$ cat config.mk
export PLATFORM = sky130hd
export DESIGN_NAME = fetch_stage
export DESIGN_NICKNAME = d
export VERILOG_FILES = /design/src/rtl/fetch_stage.sv
export SDC_FILE = /design/constraint.sdc
export NUM_CORES = 1
export LEC_CHECK = 0
export ABC_CLOCK_PERIOD_IN_PS = 2000
export CORE_ASPECT_RATIO = 1.75
export CORE_MARGIN = 3
export CORE_UTILIZATION = 43
export CTS_BUF_LIST = sky130_fd_sc_hd__clkbuf_16
export CTS_CLUSTER_DIAMETER = 30
export CTS_CLUSTER_SIZE = 28
export DETAILED_ROUTE_END_ITERATION = 16
export GPL_TIMING_DRIVEN = 0
export PLACE_DENSITY = 0.77
export SYNTH_ARGS = -nofsm -noshare
export SYNTH_HDL_FRONTEND = slang
export SYNTH_SLANG_ARGS = --single-unit
export TNS_END_PERCENT = 50
$ cat constraint.sdc
create_clock -name clk -period 2 [get_ports clk]
set_clock_uncertainty 0.15 [all_clocks]
set_input_delay 0.3 -clock clk [delete_from_list [all_inputs] [get_ports clk]]
set_output_delay 0.3 -clock clk [all_outputs]
set_load 0.03 [all_outputs]
$ cat src/rtl/fetch_stage.sv
// Dual-slot instruction fetch: PC sequencing, 1-cycle imem interface, one-entry skid buffer.
// Optional build macro FETCH_PERF_CNT_EN adds packet / stall performance counters.
module fetch_stage #(
  parameter int                    ADDR_WIDTH  = 32,
  parameter int                    INSTR_WIDTH = 32,
  parameter int                    FETCH_W     = 2,
  parameter logic [ADDR_WIDTH-1:0] RESET_PC    = '0
) (
  input  logic                                    clk,
  input  logic                                    reset,
  input  logic                                    fetch_en,
  input  logic                                    stall,
  input  logic                                    redirect_en,
  input  logic [ADDR_WIDTH-1:0]                   redirect_pc,
  output logic [FETCH_W-1:0]                      if_valid,
  output logic [FETCH_W-1:0][ADDR_WIDTH-1:0]      if_pc,
  output logic [FETCH_W-1:0][INSTR_WIDTH-1:0]     if_instr,
  output logic [ADDR_WIDTH-1:0]                   imem_addr0,
  output logic [ADDR_WIDTH-1:0]                   imem_addr1,
  output logic                                    imem_ren,
  input  logic [INSTR_WIDTH-1:0]                  imem_rdata0,
  input  logic [INSTR_WIDTH-1:0]                  imem_rdata1,
  input  logic [FETCH_W-1:0][ADDR_WIDTH-1:0]      imem_pc,
  input  logic                                    imem_valid
`ifdef FETCH_PERF_CNT_EN
  ,
  output logic [31:0]                             perf_pkts,
  output logic [31:0]                             perf_stall_cycles
`endif
);

  localparam logic [ADDR_WIDTH-1:0] WORD_BYTES   = ADDR_WIDTH'(4);
  localparam logic [ADDR_WIDTH-1:0] FETCH_STRIDE = ADDR_WIDTH'(8);

  logic [ADDR_WIDTH-1:0]               pc_p0;
  logic                                skid_vld_p1;
  logic [FETCH_W-1:0][ADDR_WIDTH-1:0]  skid_pc_p1;
  logic [FETCH_W-1:0][INSTR_WIDTH-1:0] skid_instr_p1;

  // Stage 0: request generation
  assign imem_addr0 = pc_p0;
  assign imem_addr1 = pc_p0 + WORD_BYTES;
  assign imem_ren   = reset & fetch_en & ~stall & ~redirect_en & ~skid_vld_p1;

  // Stage 1: response capture into output packet or skid buffer
  always_ff @(posedge clk or negedge reset) begin
    if (!reset) begin
      pc_p0       <= RESET_PC;
      skid_vld_p1 <= 1'b0;
      if_valid    <= '0;
      if_pc       <= '0;
      if_instr    <= '0;
    end else if (redirect_en) begin
      pc_p0       <= redirect_pc;
      skid_vld_p1 <= 1'b0;
      if_valid    <= '0;
    end else begin
      if (imem_ren)
        pc_p0 <= pc_p0 + FETCH_STRIDE;
      if (!stall) begin
        if (skid_vld_p1) begin
          // No request was issued while the skid was full, so no response competes here.
          if_valid    <= {FETCH_W{1'b1}};
          if_pc       <= skid_pc_p1;
          if_instr    <= skid_instr_p1;
          skid_vld_p1 <= 1'b0;
        end else begin
          if_valid <= {FETCH_W{imem_valid}};
          if (imem_valid) begin
            if_pc    <= imem_pc;
            if_instr <= {imem_rdata1, imem_rdata0};
          end
        end
      end else if (imem_valid) begin
        skid_vld_p1 <= 1'b1;
      end
    end
  end

  always_ff @(posedge clk) begin
    if (stall && imem_valid && !redirect_en) begin
      skid_pc_p1    <= imem_pc;
      skid_instr_p1 <= {imem_rdata1, imem_rdata0};
    end
  end

`ifdef FETCH_PERF_CNT_EN
  always_ff @(posedge clk or negedge reset) begin
    if (!reset) begin
      perf_pkts         <= '0;
      perf_stall_cycles <= '0;
    end else begin
      if ((if_valid != '0) && !stall)
        perf_pkts <= perf_pkts + 32'd1;
      if (stall)
        perf_stall_cycles <= perf_stall_cycles + 32'd1;
    end
  end
`endif

endmodule

==> results of run 1 <==
-- cell usage in the layout (no fill, tap or decap), drive strengths merged, types with 53 or more instances in the layout --
master,n
dfrtp,162
clkdlybuf4s50,161
dlygate4sd2,156
nor2,154
a21oi,130
mux2i,129
edfxtp,128
buf,126
clkbuf,87
nand2,53
-- final timing paths --
path	startpoint	end	slack, ns
min	redirect_en	imem_addr0[27]$_DFFE_PN0P_	0.03
max	imem_addr0[3]$_DFFE_PN0P_	imem_addr1[13]	-1.03
max reg2reg	imem_addr0[3]$_DFFE_PN0P_	imem_addr0[25]$_DFFE_PN0P_	-0.69
min in group asynchronous	reset	if_instr[8]$_DFFE_PN0P_	0.36
max in group asynchronous	reset	imem_addr0[24]$_DFFE_PN0P_	0.70
min reg2reg	if_pc[53]$_DFFE_PN0P_	if_pc[53]$_DFFE_PN0P_	0.37
-- synthesized netlist by cell type (all sizes together), types with 2 or more instances --
library cell,instances
nand3,27
dfrtp,162
nor4,4
a32oi,2
xnor2,24
or3,4
nand3b,2
nand4,14
mux2i,129
or2,3
nor2,154
o211ai,14
mux2,2
edfxtp,128
nor3,10
and3,2
o311ai,11
o21ai,11
o31ai,2
nand2b,2
a21oi,130
inv,8
clkbuf,43
buf,24
a31o,2
and2,2
ha,2
a22oi,2
xor2,5
nand2,53
-- power by group through the flow --
| stage | logic [mW] | registers, mW | clock network [mW] |
|---|---|---|---|
| after floorplan | 1.13 | 8.49 | 0 |
| after global placement | 4.24 | 7.44 | 0 |
| after detailed placement | 4.32 | 7.46 | 0 |
| after CTS | 4.10 | 7.33 | 7.87 |
| after global routing | 4.43 | 7.42 | 8.18 |
| final | 4.20 | 7.35 | 7.79 |
-- per-stage QoR --
stage | setup TNS, ns | utilization [%] | hold slack [ns] | setup slack, ns
2_1_floorplan | -33.86 | - | -0.146 | -0.360
3_3_place_gp | -1599.68 | 59.9 | 0.359 | -7.77
3_5_place_dp | -201.66 | 60.2 | 0.222 | -1.36
4_1_cts | -39.02 | 67.6 | 0.000707 | -0.977
5_1_grt | -44.71 | 69.1 | 0.0286 | -1.07
6_report | -39.74 | 69.1 | 0.0320 | -1.03
-- registers in the layout, indices dropped and copies added (netlist names) --
register	cells
skid_vld_p1	1
if_valid	1
imem_addr0	32
if_instr	64
skid_instr_p1	64
skid_pc_p1	64
if_pc	64
-- cells by family (layout without fill, tap and decap cells) --
kind of cell,Yosys count,after routing,share of synthesized area [%]
flip-flops,290,290,65.1
AND/OR/NAND/NOR,279,279,10.6
AO/OA/AOI/OAI,180,180,8.44
multiplexers,131,131,10.8
buffers and inverters,76,587,2.78
XOR/XNOR,29,29,2.09
adder cells (fa/ha/maj),2,2,0.206
other,0,6,0
-- routing by layer --
| layer | global-route usage, % | part of all wire (%) | vias to the layer above |
|---|---|---|---|
| met4 | 14.8 | 5.7 | 0 |
| met2 | 47.6 | 54 | 603 |
| met3 | 6.79 | 8.1 | 156 |
| met5 | 0 | 0 | - |
| met1 | 26.5 | 32 | 5003 |
| li1 | - | - | 4515 |
-- area by class of cell --
cell class	count	area, sq um
clock buffers	42	1050
diodes	6	15.0
fillers	1936	8500
repair buffers	435	4240
flip-flops and latches	290	7910
multi-input cells	621	4470
plain buffers	65	407
well taps	369	462
clock inverters	36	430
inverters	9	46.3
-- what timing repair did --
action	CTS	global route
resized for setup	463	76
hold buffers	4	4
endpoints found under the hold margin	165	124
buffers inserted	48	22
gates cloned	2	3
pin swaps	26	32
setup endpoints to repair	389	180
-- critical path, stage by stage (launching register included) --
cell	delay [ns]
dfrtp_2	0.48
ha_4	0.18
nand3_4	0.08
buf_4	0.15
buf_6	0.10
buf_6	0.10
buf_6	0.12
nor2_4	0.19
nand4_1	0.16
xnor2_1	0.26
buf_4	0.21
==> impl_metrics.py, run 1 <==
metrics = {
    "power": {
        "switchingPower_mw": 5.91,
        "power_frac_clock_pct": 40.3,
        "internal_power_mw": 13.4,
        "p_seq_share_pct": 38.0,
        "p_leak_nw": 7.65,
        "power_density_mw_per_mm2": 1020,
        "vdd_drop_max_v": 0.000907,
        "finalPower_mw": 19.3,
        "power_frac_comb_pct": 21.7,
        "p_sw_share_pct": 30.6,
    },
    "die": {
        "die_height_um": 228,
        "initial_core_util_pct": 44.1,
        "io_pins": 361,
        "rows": 80,
        "core_area_sq_mm": 0.0275,
        "fp.dieW_um": 133,
        "die_area_sq_mm": 0.0304,
    },
    "finish": {
        "stdcell_count": 1873,
        "areaGrowthSynthToFinish_pct": 56.8,
        "nets": 1632,
        "post-route-cell-area_sq_mm": 0.0190,
        "drive_above_1_share_pct": 22.1,
    },
    "routing": {
        "drt_first_pass_iters": 5,
        "vias": 10300,
        "antenna_left": 0,
        "wirelength_um": 43200,
        "first_iter_violations": 699,
        "routedWlPerCell_um": 23.0,
        "routed_via_density": 5.49,
        "drc": 0,
    },
    "critical_path": {
        "cp_max_fo": 4,
        "cp-start-kind": "flip-flop",
        "criticalPathCategory": "reg2out",
        "r2r_cells": 12,
        "cp.arrival_ns": 2.58,
        "cp-end-kind": "primary output",
        "worstPathRequired_ns": 1.55,
    },
    "synthesis": {
        "ys_warn_count": 0,
        "postSynthAreaPerCell_sq_um": 12.3,
        "synth_flop_cell": "dfrtp_1",
        "synth_top_area_share_pct": 33.4,
        "netlist-cell-type-count": 51,
        "synthTopCellsByArea": "dfrtp_1 33%, edfxtp_1 32%, mux2i_1 11%, a21oi_1 5.4%, nor2_1 4.8%",
        "ys_ff_latch": 290,
        "synthesis.area_sq_mm": 0.0121,
        "syn_nets": 1155,
        "synth.largest_area_cell": "dfrtp_1",
        "async_flop_share_pct": 55.9,
        "synth-edff-count": 128,
        "ys_seq_area_share_pct": 65.1,
        "postSynthCellCount": 987,
    },
    "global_routing": {
        "grt_pass1_vias": 10700,
        "grt_remaining_overflow": 0,
        "antenna_found_initial": 5,
        "grt_pass1_wl_um": 61700,
        "grt_max_degree": 46,
        "track_usage_pct": 26.1,
    },
    "clocking": {
        "cts_tree": "yes",
        "h-tree-depth": 2,
        "cts.clk_slew.worst_paths_ns": 0.05,
        "cts_sinks": 290,
        "cts_buffers": 42,
        "clock_latency_ns": 0.54,
        "cts-root-buf": "clkbuf_16",
        "clockBufferDepth": 3,
    },
    "placed_design": {
        "placed_cells": 1717,
        "gp_congestion": 0.930,
        "post-dp-hpwl_um": 27300,
        "placed_area_sq_mm": 0.0166,
        "port_buffers": 358,
    },
    "sta": {
        "clock.fmax_mhz": 330,
        "slew_violations": 0,
        "final.setup.worst_slack_ns": -1.03,
        "setup_viol": 61,
        "finalHoldViolCount": 0,
        "period_needed_ns": 3.03,
        "rsz0062_at_grt": "true",
        "maxSlewHeadroom_pct": 42.3,
        "max_slew.worst_pin.slew_ns": 0.865,
        "fin_crit_sh_pct": 151,
    },
    "run": {
        "cap_violations": 0,
    },
    "status": {
        "outcome": "complete, but fails checks",
        "violations": "negative setup slack",
    },
    "worst_hold_path": {
        "hold_depth": 3,
        "hold_path.class": "in2reg",
    },
}
(Power assumes the default switching activity.)
==> run 2, diff against run 1 <==
- CORE_MARGIN: 3 -> 5
==> impl_metrics.py, run 2 (same netlist as run 1, synthesis figures left out) <==
metrics = {
    "finish": {
        "final_common_cell": "clkdlybuf4s50_1",
        "drive_above_1_share_pct": 21.8,
        "stdcell_count": 1861,
        "fin_util_pct": 67.2,
        "seqCellArea_sq_mm": 0.00791,
        "nets": 1618,
        "multi_input_area_sq_mm": 0.00445,
        "areaGrowthSynthToFinish_pct": 54.3,
        "mostFrequentLayoutCells": "162 x clkdlybuf4s50_1, 157 x dlygate4sd2_1, 149 x dfrtp_1, 144 x nor2_1, 130 x a21oi_1",
        "fill_cells": 2062,
        "post-route-cell-area_sq_mm": 0.0187,
    },
    "critical_path": {
        "cp_top_family": "simple AND/OR/NAND/NOR gates",
        "slowest_stage": "dfrtp_2",
        "cp_max_fo": 5,
        "criticalPathCategory": "reg2out",
        "cp-end-kind": "primary output",
        "rr_endpoint": "imem_addr0[25]$_DFFE_PN0P_",
        "r2r_slack_ns": -0.37,
        "cp_cell_sequence": "ha_4 > nand3_4 > or2_4 > nor3_4 > buf_12 > nand4_1 > xnor2_4 > buf_6",
        "cp.arrival_ns": 2.35,
        "cp.buffers_inverters": 2,
        "max_stage_delay_ns": 0.41,
        "timing.rr.start": "imem_addr0[3]$_DFFE_PN0P_",
        "worstPathRequired_ns": 1.55,
        "r2r_cells": 10,
        "cp-start-kind": "flip-flop",
    },
    "sta": {
        "maxSlewHeadroom_pct": 46.5,
        "clock.fmax_mhz": 358,
        "final.setup.worst_slack_ns": -0.797,
        "fin_crit_sh_pct": 140,
        "max_slew.worst_pin.slew_ns": 0.802,
        "period_needed_ns": 2.80,
        "holdWs_ns": -0.429,
        "rsz0062_at_grt": "true",
        "fin_setup_tns_ns": -19.29,
        "slew_violations": 0,
        "finalHoldViolCount": 76,
        "setup_viol": 42,
    },
    "clocking": {
        "cts_sinks": 290,
        "h-tree-depth": 2,
        "ctsHoldBuffers": 2,
        "clockBufferDepth": 3,
        "cts.clk_slew.worst_paths_ns": 0.05,
        "cts_tree": "yes",
        "cts-root-buf": "clkbuf_16",
        "cts_buffers": 41,
        "clock_latency_ns": 0.54,
    },
    "power": {
        "p_leak_nw": 7.50,
        "switchingPower_mw": 5.86,
        "finalPower_mw": 18.5,
        "vdd_drop_max_v": 0.000938,
        "p_sw_share_pct": 31.8,
        "power_frac_comb_pct": 22.4,
        "p_seq_share_pct": 39.8,
        "power_frac_clock_pct": 37.8,
        "power_density_mw_per_mm2": 985,
        "internal_power_mw": 12.6,
    },
    "status": {
        "violations": "negative hold slack, negative setup slack",
        "outcome": "complete, but fails checks",
    },
    "global_routing": {
        "grt_pass1_wl_um": 60800,
        "antenna_found_initial": 5,
        "track_usage_pct": 25.0,
        "grt_pass1_vias": 10600,
        "grt_remaining_overflow": 0,
        "grt_max_degree": 87,
    },
    "routing": {
        "routed_via_density": 5.38,
        "antenna_left": 0,
        "first_iter_violations": 531,
        "drt_first_pass_iters": 5,
        "routedWlPerCell_um": 22.2,
        "wirelength_um": 41400,
        "drc": 0,
        "vias": 10000,
    },
    "die": {
        "rows": 81,
        "die_area_sq_mm": 0.0318,
        "fp.dieW_um": 137,
        "initial_core_util_pct": 43.6,
        "die_height_um": 232,
        "io_pins": 361,
        "core_area_sq_mm": 0.0279,
    },
    "placed_design": {
        "gp_congestion": 0.966,
        "post-dp-hpwl_um": 28600,
        "placed_cells": 1721,
        "placed_area_sq_mm": 0.0166,
        "post-place-ws_ns": -1.20,
        "port_buffers": 358,
    },
    "run": {
        "cap_violations": 0,
    },
    "worst_hold_path": {
        "hold_path.class": "in2async",
    },
}
run 2: cell count changes in the layout (fill, tap and decap cells not counted), sizes merged, moves of 2 or more:
cell | previous run | this run
clkdlybuf4s15 | 4 | 2
bufbuf | 2 | 0
inv | 17 | 23
clkbuf | 87 | 82
dlygate4sd3 | 6 | 2
bufinv | 8 | 2
buf | 126 | 122
run 2: worst max-delay path by stage:
stage / start / endpoint / slack, ns / cells past startpoint
floorplan: imem_addr0[4]$_DFFE_PN0P_ / imem_addr1[15] / -0.36 / 6
global placement: reset / imem_addr0[10]$_DFFE_PN0P_ / -7.91 / 1
detailed placement: imem_addr0[2]$_DFFE_PN0P_ / imem_addr1[24] / -1.20 / 7
CTS: imem_addr0[3]$_DFFE_PN0P_ / imem_addr1[27] / -0.89 / 8
global route: imem_addr0[3]$_DFFE_PN0P_ / imem_addr1[28] / -0.86 / 9
finish: imem_addr0[3]$_DFFE_PN0P_ / imem_addr1[27] / -0.80 / 8
run 2: timing repair:
action                                  4_1_cts  5_1_grt
pin swaps                                    21       34
gates cloned                                  0        1
buffers inserted                             40       19
endpoints found under the hold margin        78       76
resized for setup                           445       94
endpoints found under the setup margin      350       75
run 2: metal layers:
metal  track usage [%]  vias up  wire, um
met5                 0        -         0
met4              13.3        0      2530
met3              6.48      135      3080
met2              45.9      471     22400
met1              25.3     4901     13400
li1                  -     4500         -
run 2: cell type report:
class | instances | share of cell area, %
diodes | 5 | 0.0668
plain buffers | 64 | 2.22
clock buffers | 41 | 5.48
clock inverters | 35 | 1.71
inverters | 9 | 0.274
multi-input cells | 621 | 23.8
flip-flops and latches | 290 | 42.3
well taps | 373 | 2.49
repair buffers | 423 | 21.7
run 2: power by group through the flow:
stage / clock network, mW / logic, mW / registers, mW
after floorplan: 0 / 1.13 / 8.49
after global placement: 0 / 4.25 / 7.44
after detailed placement: 0 / 4.33 / 7.46
after CTS: 7.12 / 4.07 / 7.33
after global routing: 7.40 / 4.37 / 7.43
final: 6.98 / 4.12 / 7.35
==> run 3, diff against run 2 <==
- TNS_END_PERCENT: 50 -> unset
==> impl_metrics.py, run 3 (same netlist as run 1, synthesis figures left out) <==
metrics = {
    "critical_path": {
        "worstPathRequired_ns": 1.55,
        "cp-start-kind": "flip-flop",
        "r2r_slack_ns": -0.36,
        "cp_max_fo": 6,
        "max_stage_delay_ns": 0.42,
        "cp_cell_sequence": "nand4_1 > or2_4 > nor3_4 > buf_12 > nand4_1 > xnor2_4 > buf_6",
        "crit_top_cell": "nand4_1",
        "r2r_cells": 11,
        "criticalPathCategory": "reg2out",
        "cp.buffers_inverters": 2,
        "cp-end-kind": "primary output",
        "rr_endpoint": "imem_addr0[25]$_DFFE_PN0P_",
        "slowest_stage": "dfrtp_2",
        "cp.arrival_ns": 2.46,
        "timing.rr.start": "imem_addr0[3]$_DFFE_PN0P_",
        "cp_top_family": "simple AND/OR/NAND/NOR gates",
    },
    "status": {
        "violations": "negative hold slack, negative setup slack",
        "outcome": "complete, but fails checks",
    },
    "routing": {
        "antenna_left": 0,
        "drt_first_pass_iters": 5,
        "drc": 0,
        "wirelength_um": 42800,
        "routed_via_density": 5.36,
        "routedWlPerCell_um": 22.8,
        "first_iter_violations": 466,
        "vias": 10100,
    },
    "sta": {
        "max_slew.worst_pin.slew_ns": 0.747,
        "rsz0062_at_grt": "true",
        "slew_violations": 0,
        "fin_crit_sh_pct": 145,
        "finalHoldViolCount": 68,
        "period_needed_ns": 2.91,
        "final.setup.worst_slack_ns": -0.905,
        "clock.fmax_mhz": 344,
        "holdWs_ns": -0.406,
        "maxSlewHeadroom_pct": 50.2,
        "fin_setup_tns_ns": -22.32,
        "setup_viol": 51,
    },
    "global_routing": {
        "grt_pass1_vias": 10700,
        "grt_pass1_wl_um": 61800,
        "antenna_found_initial": 6,
        "grt_max_degree": 95,
        "grt_remaining_overflow": 0,
        "track_usage_pct": 25.7,
    },
    "finish": {
        "fin_util_pct": 68.3,
        "final_common_cell": "clkdlybuf4s50_1",
        "areaGrowthSynthToFinish_pct": 56.8,
        "nets": 1640,
        "drive_above_1_share_pct": 23.5,
        "mostFrequentLayoutCells": "162 x clkdlybuf4s50_1, 153 x dlygate4sd2_1, 144 x dfrtp_1, 143 x nor2_1, 130 x a21oi_1",
    },
    "clocking": {
        "cts_buffers": 37,
        "cts_sinks": 290,
        "h-tree-depth": 2,
        "clock_latency_ns": 0.51,
        "cts-root-buf": "clkbuf_16",
        "cts_tree": "yes",
        "cts.clk_slew.worst_paths_ns": 0.06,
        "ctsHoldBuffers": 1,
        "clockBufferDepth": 3,
    },
    "worst_hold_path": {
        "hold_path.class": "in2async",
    },
    "power": {
        "p_leak_nw": 7.63,
        "p_seq_share_pct": 40.3,
        "vdd_drop_max_v": 0.000933,
        "power_density_mw_per_mm2": 958,
        "power_frac_comb_pct": 23.3,
        "internal_power_mw": 12.5,
        "switchingPower_mw": 5.72,
        "power_frac_clock_pct": 36.4,
        "p_sw_share_pct": 31.4,
    },
    "die": {
        "die_area_sq_mm": 0.0318,
        "initial_core_util_pct": 43.6,
        "die_height_um": 232,
        "fp.dieW_um": 137,
        "io_pins": 361,
        "rows": 81,
        "core_area_sq_mm": 0.0279,
    },
    "placed_design": {
        "port_buffers": 358,
        "gp_congestion": 0.995,
        "post-dp-hpwl_um": 29700,
    },
    "run": {
        "cap_violations": 0,
    },
}
## run 3: repair_timing
| item | CTS | global route |
|---|---|---|
| setup buffers | 47 | 47 |
| pin swaps | 25 | 41 |
| cloned | 1 | 1 |
| setup endpoints to repair | 342 | 131 |
| endpoints found under the hold margin | 69 | 68 |
| resized for setup | 469 | 81 |
## run 3: per-layer routing
layer	GRT usage (%)	vias to the layer above	wire length, um
li1	-	4542	-
met1	25.4	4862	13400
met2	46.2	490	23000
met3	6.14	173	3120
met4	17.4	0	3250
met5	0	-	0
## run 3: area by class of cell
type | instances | area (sq um)
Fill cell | 2072 | 8840
Sequential cell | 290 | 7920
Multi-Input combinational cell | 621 | 4640
Timing Repair Buffer | 451 | 4310
Clock buffer | 37 | 926
Tap cell | 373 | 467
Buffer | 62 | 409
Clock inverter | 30 | 303
Inverter | 9 | 46.3
Antenna cell | 6 | 15.0
## run 3: how the worst max path moves through the flow
stage,cells past startpoint,from,to
global route,7,imem_addr0[10]$_DFFE_PN0P_,imem_addr1[27]
global placement,1,reset,imem_addr0[8]$_DFFE_PN0P_
CTS,8,imem_addr0[8]$_DFFE_PN0P_,imem_addr1[27]
finish,7,imem_addr0[10]$_DFFE_PN0P_,imem_addr1[27]
floorplan,6,imem_addr0[3]$_DFFE_PN0P_,imem_addr1[15]
detailed placement,7,imem_addr0[9]$_DFFE_PN0P_,imem_addr1[27]
## run 3: per-stage QoR
stage	area (sq um)	cells	worst slack [ns]	total power, mW
CTS	18500	1835	-0.894	18.3
finish	19000	1879	-0.905	18.2
global route	19000	1879	-0.975	19.0
detailed placement	16800	1721	-1.37	11.9
global placement	16700	1718	-7.75	11.8
floorplan	12600	987	-0.350	9.66
## run 3: power by group through the flow
stage                     Sequential (mW)  Clock (mW)  Combinational [mW]
after global placement               7.47           0                4.30
after floorplan                      8.50           0                1.16
after detailed placement             7.48           0                4.39
after global routing                 7.44        7.04                4.48
after CTS                            7.35        6.75                4.17
final                                7.35        6.64                4.24
